## src/rtl/regfile_wb_sink.sv

```systemverilog
// Register file and pending-write scoreboard at the writeback sink.
// Optional REGFILE_WB_BYPASS_EN forwards same-cycle writebacks to the read ports and busy flags.
module regfile_wb_sink #(
  parameter int width      = 32,
  parameter int depth_log2 = 5,
  parameter int pend_bits  = 2
) (
  input  logic                  clk,
  input  logic                  reset,
  input  logic                  regWrite_W,
  input  logic [depth_log2-1:0] writeReg_W,
  input  logic [width-1:0]      result_W,
  input  logic [depth_log2-1:0] rs_D,
  input  logic [depth_log2-1:0] rt_D,
  output logic [width-1:0]      rd1_D,
  output logic [width-1:0]      rd2_D,
  input  logic                  issue_D,
  input  logic [depth_log2-1:0] issueReg_D,
  input  logic                  flush_pend,
  output logic                  busy_rs,
  output logic                  busy_rt,
  output logic                  sb_err
);

  localparam int nRegs = 1 << depth_log2;

  logic [width-1:0]     regs   [nRegs];
  logic [pend_bits-1:0] cnt    [nRegs];
  logic [pend_bits-1:0] cntNxt [nRegs];
  logic [nRegs-1:0]     errVec;
  logic                 sbErr;

  // Saturating up/down step; the MSB of the result flags an overflow or underflow attempt.
  function automatic logic [pend_bits:0] cntStep(input logic [pend_bits-1:0] c,
                                                 input logic inc, input logic dec);
    logic [pend_bits:0] r;
    r = {1'b0, c};
    if (inc && !dec) begin
      if (c == '1) r = {1'b1, c};
      else         r = {1'b0, c + 1'b1};
    end else if (dec && !inc) begin
      if (c == '0) r = {1'b1, c};
      else         r = {1'b0, c - 1'b1};
    end
    return r;
  endfunction

  always_comb begin
    errVec = '0;
    for (int i = 0; i < nRegs; i++) begin
      logic inc, dec;
      inc = issue_D && (issueReg_D == depth_log2'(i)) && (i != 0);
      dec = regWrite_W && (writeReg_W == depth_log2'(i)) && (i != 0);
      {errVec[i], cntNxt[i]} = cntStep(cnt[i], inc, dec);
    end
  end

  always_ff @(posedge clk or negedge reset) begin
    if (!reset) begin
      for (int i = 0; i < nRegs; i++) begin
        regs[i] <= '0;
        cnt[i]  <= '0;
      end
      sbErr <= 1'b0;
    end else begin
      if (regWrite_W && (writeReg_W != '0)) regs[writeReg_W] <= result_W;
      // Flush discards every counter, including any issue arriving in the same cycle.
      if (flush_pend) begin
        for (int i = 0; i < nRegs; i++) cnt[i] <= '0;
      end else begin
        for (int i = 0; i < nRegs; i++) cnt[i] <= cntNxt[i];
        if (|errVec) sbErr <= 1'b1;
      end
    end
  end

  logic rsPend, rtPend;
  assign rsPend = (rs_D != '0) && (cnt[rs_D] != '0);
  assign rtPend = (rt_D != '0) && (cnt[rt_D] != '0);

`ifdef REGFILE_WB_BYPASS_EN
  logic rsFwd, rtFwd, rsDrain, rtDrain;
  assign rsFwd = regWrite_W && (writeReg_W == rs_D) && (rs_D != '0);
  assign rtFwd = regWrite_W && (writeReg_W == rt_D) && (rt_D != '0);
  // The last outstanding write retiring now frees the register unless it is re-issued.
  assign rsDrain = rsFwd && (cnt[rs_D] == pend_bits'(1)) && !(issue_D && (issueReg_D == rs_D));
  assign rtDrain = rtFwd && (cnt[rt_D] == pend_bits'(1)) && !(issue_D && (issueReg_D == rt_D));

  assign rd1_D   = rsFwd ? result_W : regs[rs_D];
  assign rd2_D   = rtFwd ? result_W : regs[rt_D];
  assign busy_rs = rsPend && !rsDrain;
  assign busy_rt = rtPend && !rtDrain;
`else
  assign rd1_D   = regs[rs_D];
  assign rd2_D   = regs[rt_D];
  assign busy_rs = rsPend;
  assign busy_rt = rtPend;
`endif

  assign sb_err = sbErr;

endmodule
```

## config.mk

```make
export PLATFORM = sky130hd
export DESIGN_NAME = regfile_wb_sink
export DESIGN_NICKNAME = d
export VERILOG_FILES = /design/src/rtl/regfile_wb_sink.sv
export SDC_FILE = /design/constraint.sdc
export NUM_CORES = 2
export LEC_CHECK = 0
export BUFFER_PORTS_ARGS = -buffer_cell sky130_fd_sc_hd__clkbuf_2
export CORE_ASPECT_RATIO = 0.75
export CORE_UTILIZATION = 42
export CTS_BUF_LIST = sky130_fd_sc_hd__clkbuf_4 sky130_fd_sc_hd__clkbuf_8
export DETAILED_ROUTE_END_ITERATION = 7
export HOLD_SLACK_MARGIN = 0.03
export PLACE_DENSITY = 0.56
export SETUP_SLACK_MARGIN = 0.02
export SKIP_LAST_GASP = 1
export SYNTH_ARGS = -nofsm -noshare
export SYNTH_HDL_FRONTEND = slang
export SYNTH_SLANG_ARGS = --single-unit
```

## constraint.sdc

```tcl
create_clock -name clk -period 3.1 [get_ports clk]
set_input_delay 0.155 -clock clk [delete_from_list [all_inputs] [get_ports clk]]
set_output_delay 0.155 -clock clk [all_outputs]
set_load 0.005 [all_outputs]
```

==> results.toml <==
[worst_setup_path]
r2r_end = "sb_err$_DFFE_PN0P_"
cp_top_family = "multiplexers"
crit_required_ps = 2940
critPathMostFrequentCell = "mux4_2"
cp_num_buf_inv = 1
path_max_fanout = 8
reg2regPathDepth = 8
cp_slowest_cell = "mux4_2"
cp-end-kind = "primary output"
max_stage_delay_ps = 530
cp_cell_sequence = "nor3_1 > a21oi_1 > mux4_2 > mux4_2 > clkbuf_2"
rrSetupSlack_ps = 780
r2r-start = "cnt[6]$_DFFE_PN0P_"
path_class = "flip-flop to primary output"
start_kind = "flip-flop"
worstPathArrival_ps = 2790

[place]
place_area_mm2 = 0.06538
place_congestion = 0.8840
dp_hpwl_um = 122300
dpl.cell_count = 6705
io_buffers = 123
dpl_worst_slack_ps = 398.8

[cells_and_area]
n_fill_cell = 12778
drive_gt1_share_pct = 39.92
final_cells = 7089
finalInstanceArea_mm2 = 0.07000
nNetsFinal = 5161
areaGrowthSynthToFinish_pct = 13.36

[floorplanning]
rows = 121
die_h_um = 334.1
core_area_mm2 = 0.1455
die_w_um = 444.8
ioPinCount = 124
dieArea_mm2 = 0.1486
start_util_pct = 42.44

[global_routing]
antenna_found_initial = 4
grt_pass1_wl_um = 303200
first_global_vias = 42791
grt_usage_pct = 27.86
grt_max_degree = 127
overflow = 0

[worst_hold_path]
worstHoldPathType = "input pin to flip-flop"
hold_path_depth = 7
min_from = "writeReg_W[1]"
min_to = "cnt[46]$_DFFE_PN0P_"

[clocking]
cts.sinks = 1087
numCtsBuffers = 180
worstSkewPairLatency_ps = 900
clk_path_buf_depth = 3
cts_tree = "built"
htree_levels = 4
clk_pin_slew_ps = 60
cts_root_buf = "clkbuf_8"

[sta]
hold_violations = 0
relSlewSlack_pct = 29.61
finalCriticalPeriod_ps = 2945
max_freq_ghz = 0.3395
fin_worst_skew_ps = 30.05
layout_worst_path_cycle_share_pct = 95.01
final-setup-viol-count = 0
setup_ws_ps = 154.7
grt_setup_unrepaired = "no"
finalMaxSlewViolations = 0
holdWs_ps = 198.2
setup_tns_ps = 0
worst_pin_slew_ps = 1056

[drt]
viasPerCell = 6.092
drt_first_iter_violations = 4793
ant_nets = 0
route.vias.total = 43183
wire_per_inst_um = 28.85
drt-total-wl_um = 204500
dr.pass1.iters = 8
drc_errors = 0

[yosys]
synth.top_cell.area_share_pct = 44.05
synth-seq-cells = 1087
synth_common_cells = "nand2_1 (1222), dfrtp_1 (1087), mux2_2 (676)"
avgSynthCellArea_um2 = 12.60
yosysTopAreaCell = "dfrtp_1"
synthArstFlopShare_pct = 100.0
yosys.area_share.simple_pct = 9.999
synthTopCellsByArea = "dfrtp_1 (44%), mux4_2 (24%), mux2_2 (12%), nand2_1 (7.4%), ha_1 (2.5%)"
synth_compound_area_share_pct = 2.968
synthMuxAreaShare_pct = 36.35
synth_area_mm2 = 0.06175
synth_fa_ha_area_share_pct = 2.513
synth_flop_cell = "dfrtp_1"
synth_top_family_by_area = "multiplexers"
ys_types = 65
ys.warnings.count = 0
synth.most_common_cell = "nand2_1"
seq_area_frac_synth_pct = 44.05
syn_nets = 5081
synth-edff-count = 0
synthesis.instances = 4900
synth_xor_area_share_pct = 0.2553

[outcome]
run_status = "finished, final reports clean"

[job]
maxCapViolCount = 0

[power]
leakage_uw = 0.03121
cellPowerDensity_mw_per_mm2 = 586.7
ir_worst_vdd_mv = 0.4384
report_power, final:
part	switching (uW)	internal, uW	leakage, uW
Sequential	1900	16700	0.0141
Clock	6240	7830	0.00210
Combinational	3390	5000	0.0151
repair_timing:
| item | 4_1_cts | 5_1_grt |
|---|---|---|
| setup endpoints to repair | 2 | 2 |
| hold endpoints to repair | 2142 | 0 |
| gates resized for setup | 12 | 6 |
| setup buffers | 13 | 1 |
| pin swaps | 0 | 1 |
| hold buffers | 47 | 0 |
registers in the layout, summed over array words and instances, names as in the netlist:
register	flops
cnt	62
regs	1024
sb_err	1
cell type report:
class	count	area [um^2]	share of cell area, %
Sequential cell	1087	27210	38.88
Tap cell	1968	2462	3.518
Timing Repair Buffer	371	3541	5.059
Inverter	93	349.1	0.4987
Antenna cell	6	15.01	0.02145
Clock buffer	286	3623	5.177
Multi-Input combinational cell	3247	32440	46.35
Clock inverter	31	351.6	0.5023
worst register-to-register path, stage by stage (launching register included):
cell and delay [ps]:
dfrtp_1 350, buf_4 140, inv_1 70, ha_1 270
o2111a_1 170, a2111oi_0 580, nand4_1 170, nor4_1 330
o21bai_1 110
cell usage in the layout (no fill, tap or decap), types with 8 or more instances in the layout:
cell	n
xnor2_1	18
nand2_2	11
a211oi_1	36
buf_12	70
a311oi_1	8
nor2_4	25
clkbuf_4	50
dlygate4sd3_1	46
and4b_1	8
ha_1	124
buf_4	136
clkbuf_2	112
o211ai_1	9
o31ai_1	12
o2111a_1	17
o2111ai_1	32
mux2i_1	17
mux4_2	651
nor3_1	42
a2111oi_0	14
dfrtp_1	1077
nand2_1	1204
inv_1	93
clkinv_2	12
nand3_1	29
a21oi_1	47
mux2_2	676
o21ai_0	18
clkbuf_8	236
dfrtp_2	10
nor2_1	130
logic make-up after synthesis:
family,count (synthesis)
buf+inv,566
fa+ha+maj,124
xor+xnor,18
compound gates,242
flops,1087
simple gates,1519
mux,1344
per-stage QoR:
| step | utilization [%] | power, uW |
|---|---|---|
| after floorplan | - | 24290 |
| after global placement | 44.94 | 26850 |
| after detailed placement | 44.94 | 27100 |
| after CTS | 48.09 | 41350 |
| after global routing | 48.11 | 42970 |
| final | 48.11 | 41070 |
worst max-delay path by stage:
stage	endpoint	cells past startpoint	from	slack, ps
after floorplan	rd2_D[11]	5	rt_D[0]	830
after global placement	rd2_D[25]	7	rt_D[0]	410
after detailed placement	rd2_D[21]	7	rt_D[0]	400
after CTS	busy_rs	5	cnt[47]$_DFFE_PN0P_	20
after global routing	busy_rt	5	cnt[16]$_DFFE_PN0P_	20
final	busy_rt	5	cnt[22]$_DFFE_PN0P_	150
routing by layer:
| layer | share of wire (%) | global-route usage, % | up-vias |
|---|---|---|---|
| li1 | - | - | 18036 |
| met5 | 0 | 0 | - |
| met1 | 44 | 40.76 | 22990 |
| met2 | 46 | 41.95 | 1853 |
| met3 | 8.1 | 5.513 | 304 |
| met4 | 2.5 | 8.261 | 0 |
No activity file was read; power rests on OpenSTA's default activity.
